### src/rtl/video_out_pkg.sv
// Shared types and tint gain table for the monochrome-to-RGB video stage.
package video_out_pkg;

   localparam int GAIN_W = 8;

   typedef enum logic [2:0] {
      WHITE  = 3'd0,
      RED    = 3'd1,
      GREEN  = 3'd2,
      BLUE   = 3'd3,
      AMBER  = 3'd4,
      CUSTOM = 3'd5
   } tint_t;

   typedef enum logic [1:0] {
      DIM_OFF = 2'd0,
      DIM_25  = 2'd1,
      DIM_50  = 2'd2,
      DIM_75  = 2'd3
   } dim_t;

   // {R,G,B} gains; the CUSTOM slot is replaced by the shadow gains
   localparam logic [3*GAIN_W-1:0] TINT_GAIN [0:5] = '{
      24'hFFFFFF,
      24'hFF0000,
      24'h00FF00,
      24'h0000FF,
      24'hFFBF00,
      24'hFFFFFF
   };

   function automatic tint_t to_tint(logic [2:0] t);
      return (t > 3'd5) ? WHITE : tint_t'(t);
   endfunction

endpackage

### src/rtl/video_tint_stage_if.sv
// Pixel/timing/mode inputs and RGB/sync outputs of the video tint stage.
interface video_tint_if
   import video_out_pkg::*;
#(
   parameter int IN_W  = 8,
   parameter int OUT_W = 8
);
   logic              ce_pix;
   logic [IN_W-1:0]   pix;
   logic              hblank;
   logic              vblank;
   logic              hsync;
   logic              vsync;
   logic [2:0]        tint;
   logic [GAIN_W-1:0] gain_r;
   logic [GAIN_W-1:0] gain_g;
   logic [GAIN_W-1:0] gain_b;
   logic [1:0]        dim;
   logic [OUT_W-1:0]  r_out;
   logic [OUT_W-1:0]  g_out;
   logic [OUT_W-1:0]  b_out;
   logic              hs_out;
   logic              vs_out;
   logic              de_out;

   modport master (
      output ce_pix, pix, hblank, vblank, hsync, vsync,
      output tint, gain_r, gain_g, gain_b, dim,
      input  r_out, g_out, b_out, hs_out, vs_out, de_out
   );

   modport slave (
      input  ce_pix, pix, hblank, vblank, hsync, vsync,
      input  tint, gain_r, gain_g, gain_b, dim,
      output r_out, g_out, b_out, hs_out, vs_out, de_out
   );
endinterface

### src/rtl/tint_gain.sv
// One colour channel: widen intensity by bit replication, then scale by gain.
module tint_gain
   import video_out_pkg::*;
#(
   parameter int IN_W  = 8,
   parameter int OUT_W = 8
) (
   input  logic [IN_W-1:0]   pix,
   input  logic [GAIN_W-1:0] gain,
   output logic [OUT_W-1:0]  ch
);

   logic [OUT_W-1:0] x;
   logic [OUT_W+8:0] prod;
   logic             unused_bits;

   always_comb begin
      x = '0;
      for (int i = 0; i < OUT_W; i++) begin
         x[OUT_W-1-i] = pix[IN_W-1-(i % IN_W)];
      end
   end

   assign prod = {9'd0, x} * ({{(OUT_W+1){1'b0}}, gain} + 1'b1);

   // gain 0 must give a hard zero rather than x>>8
   assign ch = (gain == '0) ? '0 : prod[OUT_W+7:8];

   assign unused_bits = ^{prod[7:0], prod[OUT_W+8]};

endmodule

### src/rtl/video_tint_stage.sv
// Two-stage mono-to-RGB output: gain/tint, then scanline dim and blanking.
module video_tint_stage
   import video_out_pkg::*;
#(
   parameter int IN_W  = 8,
   parameter int OUT_W = 8
) (
   input logic        clk,
   input logic        reset_n,
   video_tint_if.slave vid
);

   tint_t             sh_tint;
   logic [GAIN_W-1:0] sh_gr;
   logic [GAIN_W-1:0] sh_gg;
   logic [GAIN_W-1:0] sh_gb;
   dim_t              sh_dim;

   logic hs_prev;
   logic vs_prev;
   logic parity;
   logic parity_nxt;
   logic hs_rise;
   logic vs_rise;

   logic [GAIN_W-1:0] g_r;
   logic [GAIN_W-1:0] g_g;
   logic [GAIN_W-1:0] g_b;
   logic [OUT_W-1:0]  m_r;
   logic [OUT_W-1:0]  m_g;
   logic [OUT_W-1:0]  m_b;

   logic [OUT_W-1:0] s1_r;
   logic [OUT_W-1:0] s1_g;
   logic [OUT_W-1:0] s1_b;
   logic             s1_hs;
   logic             s1_vs;
   logic             s1_de;
   logic             s1_par;

   assign hs_rise = vid.ce_pix & vid.hsync & ~hs_prev;
   assign vs_rise = vid.ce_pix & vid.vsync & ~vs_prev;

   always_comb begin
      parity_nxt = parity;
      if (vs_rise)      parity_nxt = 1'b0;
      else if (hs_rise) parity_nxt = ~parity;
   end

   always_comb begin
      {g_r, g_g, g_b} = TINT_GAIN[sh_tint];
      if (sh_tint == CUSTOM) begin
         g_r = sh_gr;
         g_g = sh_gg;
         g_b = sh_gb;
      end
   end

   tint_gain #(.IN_W(IN_W), .OUT_W(OUT_W)) u_gain_r (
      .pix (vid.pix),
      .gain(g_r),
      .ch  (m_r)
   );

   tint_gain #(.IN_W(IN_W), .OUT_W(OUT_W)) u_gain_g (
      .pix (vid.pix),
      .gain(g_g),
      .ch  (m_g)
   );

   tint_gain #(.IN_W(IN_W), .OUT_W(OUT_W)) u_gain_b (
      .pix (vid.pix),
      .gain(g_b),
      .ch  (m_b)
   );

   function automatic logic [OUT_W-1:0] dim_ch(
      logic [OUT_W-1:0] c,
      dim_t             d,
      logic             odd,
      logic             de
   );
      logic [OUT_W-1:0] y;
      y = c;
      if (odd) begin
         case (d)
            DIM_25:  y = c - (c >> 2);
            DIM_50:  y = c - (c >> 1);
            DIM_75:  y = c >> 2;
            default: y = c;
         endcase
      end
      if (!de) y = '0;
      return y;
   endfunction

   always_ff @(posedge clk or negedge reset_n) begin
      if (!reset_n) begin
         sh_tint    <= WHITE;
         sh_gr      <= '1;
         sh_gg      <= '1;
         sh_gb      <= '1;
         sh_dim     <= DIM_OFF;
         hs_prev    <= 1'b0;
         vs_prev    <= 1'b0;
         parity     <= 1'b0;
         s1_r       <= '0;
         s1_g       <= '0;
         s1_b       <= '0;
         s1_hs      <= 1'b0;
         s1_vs      <= 1'b0;
         s1_de      <= 1'b0;
         s1_par     <= 1'b0;
         vid.r_out  <= '0;
         vid.g_out  <= '0;
         vid.b_out  <= '0;
         vid.hs_out <= 1'b0;
         vid.vs_out <= 1'b0;
         vid.de_out <= 1'b0;
      end else if (vid.ce_pix) begin
         hs_prev <= vid.hsync;
         vs_prev <= vid.vsync;
         parity  <= parity_nxt;
         // pixel entering now uses the old mode; new mode from next pixel
         if (vs_rise) begin
            sh_tint <= to_tint(vid.tint);
            sh_gr   <= vid.gain_r;
            sh_gg   <= vid.gain_g;
            sh_gb   <= vid.gain_b;
            sh_dim  <= dim_t'(vid.dim);
         end
         s1_r   <= m_r;
         s1_g   <= m_g;
         s1_b   <= m_b;
         s1_hs  <= vid.hsync;
         s1_vs  <= vid.vsync;
         s1_de  <= ~(vid.hblank | vid.vblank);
         s1_par <= parity_nxt;
         vid.r_out  <= dim_ch(s1_r, sh_dim, s1_par, s1_de);
         vid.g_out  <= dim_ch(s1_g, sh_dim, s1_par, s1_de);
         vid.b_out  <= dim_ch(s1_b, sh_dim, s1_par, s1_de);
         vid.hs_out <= s1_hs;
         vid.vs_out <= s1_vs;
         vid.de_out <= s1_de;
      end
   end

endmodule

### src/flat_wrapper.sv
// flat-port wrapper written by rule: the top's interface ports become plain ports
module video_tint_stage_flat import video_out_pkg::*;
#(
   parameter int IN_W  = 8,
   parameter int OUT_W = 8
)
  (clk, reset_n, vid_ce_pix, vid_pix, vid_hblank, vid_vblank, vid_hsync, vid_vsync, vid_tint, vid_gain_r, vid_gain_g, vid_gain_b, vid_dim, vid_r_out, vid_g_out, vid_b_out, vid_hs_out, vid_vs_out, vid_de_out);
  video_tint_if #(.IN_W(IN_W), .OUT_W(OUT_W)) vid_i ();
  input logic clk;
  input logic reset_n;
  input wire logic [$bits(vid_i.ce_pix)-1:0] vid_ce_pix;
  input wire logic [$bits(vid_i.pix)-1:0] vid_pix;
  input wire logic [$bits(vid_i.hblank)-1:0] vid_hblank;
  input wire logic [$bits(vid_i.vblank)-1:0] vid_vblank;
  input wire logic [$bits(vid_i.hsync)-1:0] vid_hsync;
  input wire logic [$bits(vid_i.vsync)-1:0] vid_vsync;
  input wire logic [$bits(vid_i.tint)-1:0] vid_tint;
  input wire logic [$bits(vid_i.gain_r)-1:0] vid_gain_r;
  input wire logic [$bits(vid_i.gain_g)-1:0] vid_gain_g;
  input wire logic [$bits(vid_i.gain_b)-1:0] vid_gain_b;
  input wire logic [$bits(vid_i.dim)-1:0] vid_dim;
  output wire logic [$bits(vid_i.r_out)-1:0] vid_r_out;
  output wire logic [$bits(vid_i.g_out)-1:0] vid_g_out;
  output wire logic [$bits(vid_i.b_out)-1:0] vid_b_out;
  output wire logic [$bits(vid_i.hs_out)-1:0] vid_hs_out;
  output wire logic [$bits(vid_i.vs_out)-1:0] vid_vs_out;
  output wire logic [$bits(vid_i.de_out)-1:0] vid_de_out;
  assign vid_i.ce_pix = vid_ce_pix;
  assign vid_i.pix = vid_pix;
  assign vid_i.hblank = vid_hblank;
  assign vid_i.vblank = vid_vblank;
  assign vid_i.hsync = vid_hsync;
  assign vid_i.vsync = vid_vsync;
  assign vid_i.tint = vid_tint;
  assign vid_i.gain_r = vid_gain_r;
  assign vid_i.gain_g = vid_gain_g;
  assign vid_i.gain_b = vid_gain_b;
  assign vid_i.dim = vid_dim;
  assign vid_r_out = vid_i.r_out;
  assign vid_g_out = vid_i.g_out;
  assign vid_b_out = vid_i.b_out;
  assign vid_hs_out = vid_i.hs_out;
  assign vid_vs_out = vid_i.vs_out;
  assign vid_de_out = vid_i.de_out;
  video_tint_stage #(.IN_W(IN_W), .OUT_W(OUT_W)) u_core (.clk(clk), .reset_n(reset_n), .vid(vid_i));
endmodule
### config.mk
export PLATFORM = sky130hd
export DESIGN_NAME = video_tint_stage_flat
export DESIGN_NICKNAME = d
export VERILOG_FILES = /design/src/rtl/video_out_pkg.sv /design/src/rtl/video_tint_stage_if.sv /design/src/rtl/tint_gain.sv /design/src/rtl/video_tint_stage.sv /design/src/flat_wrapper.sv
export SDC_FILE = /design/constraint.sdc
export NUM_CORES = 1
export LEC_CHECK = 0
export ABC_AREA = 0
export BUFFER_PORTS_ARGS = -buffer_cell sky130_fd_sc_hd__buf_4
export CAP_MARGIN = 10
export CORE_MARGIN = 3
export CORE_UTILIZATION = 40
export CTS_BUF_LIST = sky130_fd_sc_hd__clkbuf_4
export DETAILED_ROUTE_END_ITERATION = 8
export SYNTH_ARGS = -nofsm -noshare
export SYNTH_HDL_FRONTEND = slang
export SYNTH_HIERARCHICAL = 1
export SYNTH_SLANG_ARGS = --single-unit
### constraint.sdc
create_clock -name clk -period 6.7 [get_ports clk]
set_input_delay 1.675 -clock clk [delete_from_list [all_inputs] [get_ports clk]]
set_output_delay 1.675 -clock clk [all_outputs]
set_load 0.02 [all_outputs]
==> reports/metrics.yaml, run 1 <==
drt_wl_total_microns: 30200
synthDistinctLibCells: 75
dp_cells: 1759
synth_edf_count: 0
cts_made_buffers: 9
grt_pass1_wl_microns: 50800
via_count: 9518
synthFlopType: "dfrtp_1"
remaining_drc_errors: 0
synthArstFlopShare_pct: 100
final_cell_area_sq_um: 13400
drt_iter0_markers: 432
num_rows: 63
antenna_found_initial: 1
crit_path_end_kind: "flip-flop"
area_delta_synth_final_pct: 9.99
arrival_ps: 6650
holdBufCountCts: 0
finClkSkew_ps: 34.3
synth.cell_area_sq_um: 12200
die_w_microns: 180
synth_area_leader_cell: "fa_1"
cts_root_buf: "clkbuf_4"
final_common_cell: "inv_1"
syn-num-nets: 1606
wl_per_cell_microns: 17.0
clock_latency_ps: 500
clkTransAtPathRegs_ps: 160
setup_viol: 0
maxSlewViolCount: 0
cts_setup_buffers: 0
relSlewSlack_pct: 43.4
die_h_microns: 180
final_cell_mix: "inv_1 (164), ha_1 (129), fa_1 (123)"
worst_pin_slew_ps: 844
place_hpwl_microns: 23300
synth-compound-area-share_pct: 13.1
pin_count: 71
synthCells: 1310
crit_fanout: 9
initial_core_util_pct: 40.8
final_cells: 1776
first_pass_iters: 5
htreeDepth: 3
postRouteAntennaNets: 0
required_ps: 7080
yosys.area_share.xor_xnor_pct: 3.31
ctsResizeCount: 0
period_needed_ps: 6280
rsz0062_at_grt: "no"
gp_congestion: 0.844
avgSynthCellArea_sq_um: 9.28
ys_warn_count: 6
synth_mux_area_share_pct: 6.20
final-hold-violation-count: 0
grt_overflow_total: 0
period_share_pct: 93.7
setup-tns-final_ps: 0
synthAdderAreaFrac_pct: 33.5
synth-simple-area-share_pct: 20.1
synth.area.top_cells: "fa_1 (20%), ha_1 (13%), dfrtp_1 (12%)"
cts_buffer_depth: 2
grtUsageTotal_pct: 19.0
seq_area_frac_synth_pct: 17.5
final_nets: 1676
ys_seq_elements: 84
netlist.area_leader.share_pct: 20.2
synth_top_family_by_area: "adder cells"
numPortBuffers: 70
whs_ps: 508
grt_pass1_vias: 9840
path_class: "flip-flop to flip-flop"
dieArea_sq_um: 32500
status: "finished, final reports clean"
worstHoldPathType: "flip-flop to flip-flop"
tritoncts: "built"
fmax_mhz: 159
start_kind: "flip-flop"
placed_cell_area_sq_um: 13200
post_drt_via_cell_ratio: 5.36
grt_start_max_net_pins: 49
core-area_sq_um: 29800
drive_gt1_share_pct: 15.4
cts_sinks: 84
maxCapViolations: 0
==> cell families after synthesis <==
kind of cell	Yosys count
muxes	69
buffers and inverters	197
AOI/OAI and AO/OA	226
adders and majority gates	252
and+or+nand+nor	436
DFF	84
xor gates and xnor gates	46
==> worst max-delay path, stage by stage, from the launching register on <==
cell and delay, ps:
dfrtp_1 450, ha_1 240, nor2_1 100, a22o_1 290, a21o_1 260, inv_1 110
nor3_1 390, xnor2_2 280, nor2b_1 140, fa_1 580, fa_1 440, fa_1 550
inv_1 50, fa_1 520, inv_1 40, ha_1 360, a211oi_1 350, o21ai_1 120
a21oi_1 130, o31a_1 200, o21bai_2 70, mux2_1 310, nand2_1 60, o21ai_0 80
==> per-stage QoR <==
| step | worst slack, ps | util (%) |
|---|---|---|
| after detailed placement | 215 | 44.3 |
| after CTS | 149 | 44.8 |
| after floorplan | 596 | - |
| after global placement | 281 | 44.3 |
| after global routing | 17.8 | 44.9 |
| final | 422 | 44.9 |
==> state kept, by name, summed over array words and instances, names as in the netlist <==
name and cells:
u_core/vid.b_out 8, u_core/s1_g 8, u_core/s1_b 8, u_core/vid.de_out 1
u_core/sh_tint 3, u_core/vid.g_out 8, u_core/sh_gg 8, u_core/s1_r 8
u_core/s1_de 1, u_core/vid.hs_out 1, u_core/s1_par 1, u_core/s1_vs 1
u_core/sh_dim 2, u_core/sh_gb 8, u_core/vid.r_out 8, u_core/vid.vs_out 1
u_core/sh_gr 8, u_core/s1_hs 1
==> synthesized netlist by cell type, types with 5 or more instances <==
| cell | instances |
|---|---|
| o211ai_1 | 5 |
| nor2b_1 | 112 |
| nor2_1 | 53 |
| dfstp_2 | 24 |
| buf_2 | 12 |
| mux2i_1 | 18 |
| nand2_1 | 71 |
| fa_1 | 123 |
| dfrtp_1 | 60 |
| and2b_2 | 7 |
| o31ai_1 | 9 |
| a221o_1 | 9 |
| xnor2_1 | 30 |
| a32o_1 | 6 |
| a31oi_1 | 5 |
| nor4_1 | 5 |
| mux2_2 | 50 |
| nand2b_1 | 32 |
| inv_1 | 164 |
| o21ai_0 | 53 |
| o21a_1 | 27 |
| or3_1 | 7 |
| a211oi_1 | 6 |
| ha_1 | 129 |
| nand3_1 | 25 |
| and3_1 | 13 |
| nor3_1 | 18 |
| clkbuf_1 | 15 |
| and2_1 | 61 |
| xor2_1 | 16 |
| a21oi_1 | 37 |
| o2bb2ai_1 | 6 |
| a21o_1 | 22 |
==> cell type report <==
cell class	instances	area (sq um)
antenna	1	2.50
fill	2940	16400
tap	390	488
inverter	165	619
multi-input combinational	1029	9290
clock buffer	9	67.6
timing repair buffer	91	683
sequential	84	2130
clock inverter	7	91.3
==> path summary, 6_finish.rpt <==
path / startpoint / endpoint / slack [ps] / cells after the start
max: u_core/sh_tint[0]$_DFFE_PN0P_ / u_core/s1_b[7]$_DFFE_PN0P_ / 420 / 23
min: u_core/vid.de_out$_DFFE_PN0P_ / u_core/vid.de_out$_DFFE_PN0P_ / 510 / 1
max reg2reg: u_core/sh_tint[0]$_DFFE_PN0P_ / u_core/s1_b[7]$_DFFE_PN0P_ / 420 / 23
min reg2reg: u_core/vid.de_out$_DFFE_PN0P_ / u_core/vid.de_out$_DFFE_PN0P_ / 510 / 1
max in group asynchronous: reset_n / u_core/s1_r[1]$_DFFE_PN0P_ / 4510 / 2
min in group asynchronous: reset_n / u_core/s1_b[7]$_DFFE_PN0P_ / 1130 / 1
==> metal layers <==
metal  share of wire, %  GRT usage (%)  up-vias  wire [microns]
met2                 48           32.4      153           14500
met1                 48           26.4     4783           14500
met4               0.93           3.32        0             280
li1                   -              -     4568               -
met5                  0              0        -               0
met3                3.0           2.16       14             917
Power of run 1 is left out: the tool's default activity adds up to more than one toggle a clock period on the data nets, which glitch-free logic cannot reach.
==> inputs of run 2 (changes only) <==
--- a/config.mk
+++ b/config.mk
@@ -12,6 +12,7 @@
 export CORE_UTILIZATION = 40
 export CTS_BUF_LIST = sky130_fd_sc_hd__clkbuf_4
 export DETAILED_ROUTE_END_ITERATION = 8
+export GPL_TIMING_DRIVEN = 0
 export SYNTH_ARGS = -nofsm -noshare
 export SYNTH_HDL_FRONTEND = slang
 export SYNTH_HIERARCHICAL = 1
==> run 2 against run 1 <==
Effect of this change:
- critical path depth increased by 2
- clock skew decreased by 8.7 ps
- via count increased by 0.94%
- non-clock buffer count increased by 13
- die area unchanged
- sequential share of layout area decreased by 0.14 points
- critical endpoint unchanged
==> reports/metrics.yaml, run 2 (synthesis results as in run 1) <==
die_w_microns: 180  # unchanged
num_rows: 63  # unchanged
post_drt_via_cell_ratio: 5.37  # was 5.36
crit_fanout: 10  # was 9
cts_buffer_depth: 2  # unchanged
final-hold-violation-count: 0  # unchanged
wl_per_cell_microns: 17.4  # was 17.0 microns
drt_wl_total_microns: 31200  # was 30200 microns
drt_iter0_markers: 571  # was 432
pin_count: 71  # unchanged
cts_root_buf: "clkbuf_4"  # unchanged
initial_core_util_pct: 40.8  # unchanged
place_hpwl_microns: 24000  # was 23300 microns
path_class: "flip-flop to flip-flop"  # unchanged
drive_gt1_share_pct: 16.2  # was 15.4%
dp_cells: 1769  # was 1759
worstHoldPathType: "flip-flop to flip-flop"  # unchanged
clkTransAtPathRegs_ps: 170  # was 160 ps
final_common_cell: "inv_1"  # unchanged
tritoncts: "built"  # unchanged
area_delta_synth_final_pct: 11.0  # was 9.99%
first_pass_iters: 5  # unchanged
relSlewSlack_pct: 44.5  # was 43.4%
multi_input_area_sq_um: 9400  # was 9290 sq um
setup_viol: 0  # unchanged
clock_latency_ps: 510  # was 500 ps
grt_pass1_vias: 10100  # was 9840
remaining_drc_errors: 0  # unchanged
holdBufCountCts: 0  # unchanged
finClkSkew_ps: 25.6  # was 34.3 ps
status: "finished, final reports clean"  # unchanged
die_h_microns: 180  # unchanged
placed_cell_area_sq_um: 13200  # about the same
period_needed_ps: 6350  # was 6280 ps
final_cell_area_sq_um: 13500  # was 13400 sq um
gp_congestion: 0.870  # was 0.844
cts_made_buffers: 9  # unchanged
numPortBuffers: 69  # was 70
dieArea_sq_um: 32500  # unchanged
grtUsageTotal_pct: 19.6  # was 19.0%
grt_pass1_wl_microns: 52300  # was 50800 microns
fmax_mhz: 158  # was 159 MHz
required_ps: 7110  # was 7080 ps
grt_overflow_total: 0  # unchanged
arrival_ps: 6750  # was 6650 ps
via_count: 9607  # was 9518
final_nets: 1689  # was 1676
htreeDepth: 3  # unchanged
fill_cells: 2985  # was 2940
core-area_sq_um: 29800  # unchanged
maxCapViolations: 0  # unchanged
final_cell_mix: "inv_1 (164), ha_1 (129), fa_1 (123)"  # unchanged
postRouteAntennaNets: 0  # unchanged
antenna_found_initial: 1  # unchanged
start_kind: "flip-flop"  # unchanged
worst_pin_slew_ps: 830  # was 844 ps
cts_sinks: 84  # unchanged
grt_start_max_net_pins: 85  # was 49
maxSlewViolCount: 0  # unchanged
final_cells: 1789  # was 1776
crit_path_end_kind: "flip-flop"  # unchanged
seqCellArea_sq_um: 2130  # unchanged
period_share_pct: 94.7  # was 93.7%
[run 2: worst paths after layout]
check | startpoint | to | slack [ps] | cells past startpoint
max | u_core/sh_tint[1]$_DFFE_PN0P_ | u_core/s1_b[7]$_DFFE_PN0P_ | 350 | 25
min | u_core/vid.r_out[1]$_DFFE_PN0P_ | u_core/vid.r_out[1]$_DFFE_PN0P_ | 510 | 1
max reg2reg | u_core/sh_tint[1]$_DFFE_PN0P_ | u_core/s1_b[7]$_DFFE_PN0P_ | 350 | 25
min reg2reg | u_core/vid.r_out[1]$_DFFE_PN0P_ | u_core/vid.r_out[1]$_DFFE_PN0P_ | 510 | 1
max in group asynchronous | reset_n | u_core/sh_gr[1]$_DFFE_PN1P_ | 4930 | 2
min in group asynchronous | reset_n | u_core/sh_dim[1]$_DFFE_PN0P_ | 1090 | 1
[run 2: routing by layer]
| layer | global-route usage [%] | wire [microns] |
|---|---|---|
| met4 | 4.14 | 377 |
| met1 | 28.3 | 15300 |
| met5 | 0 | 0 |
| met2 | 31.5 | 14300 |
| met3 | 2.79 | 1220 |
[run 2: layout make-up]
cell class | instances | share of cell area [%]
Tap cell | 390 | 3.62
Antenna cell | 1 | 0.0185
Clock buffer | 11 | 0.612
Inverter | 165 | 4.59
Clock inverter | 5 | 0.454
Buffer | 31 | 1.06
Timing Repair Buffer | 73 | 4.21
Sequential cell | 84 | 15.8
Multi-Input combinational cell | 1029 | 69.6
[run 2: critical path: stages, from the launching register on]
cell and delay, ps:
dfrtp_1 430, inv_1 60, ha_1 170, and2_4 250
clkbuf_4 250, a21o_1 260, nand3_1 170, nor3_2 250
nand3_2 170, xor2_4 240, buf_4 160, nor2b_1 150
fa_1 460, fa_1 470, fa_1 540, inv_1 50
fa_1 490, inv_1 50, ha_1 330, and3_2 200
o211ai_1 150, o31a_1 310, o21bai_2 120, mux2_1 330
nand2_1 70, o21ai_0 90
[run 2: what timing repair did]
item,4_1_cts,5_1_grt
gates resized for setup,12,17
setup endpoints to repair,15,14
setup buffers,0,3
pin swaps,0,2
[run 2: per-stage QoR]
| stage | hold WS (ps) | setup slack [ps] | utilization, % | setup TNS, ps |
|---|---|---|---|---|
| after floorplan | 471 | 596 | - | 0 |
| after global placement | 471 | -653 | 44.2 | -5200 |
| after detailed placement | 478 | -638 | 44.2 | -5500 |
| after CTS | 510 | 26.7 | 44.9 | 0 |
| after global routing | 525 | -17.6 | 45.3 | -17.6 |
| final | 509 | 353 | 45.3 | 0 |
Power of run 2 is left out for the same reason.
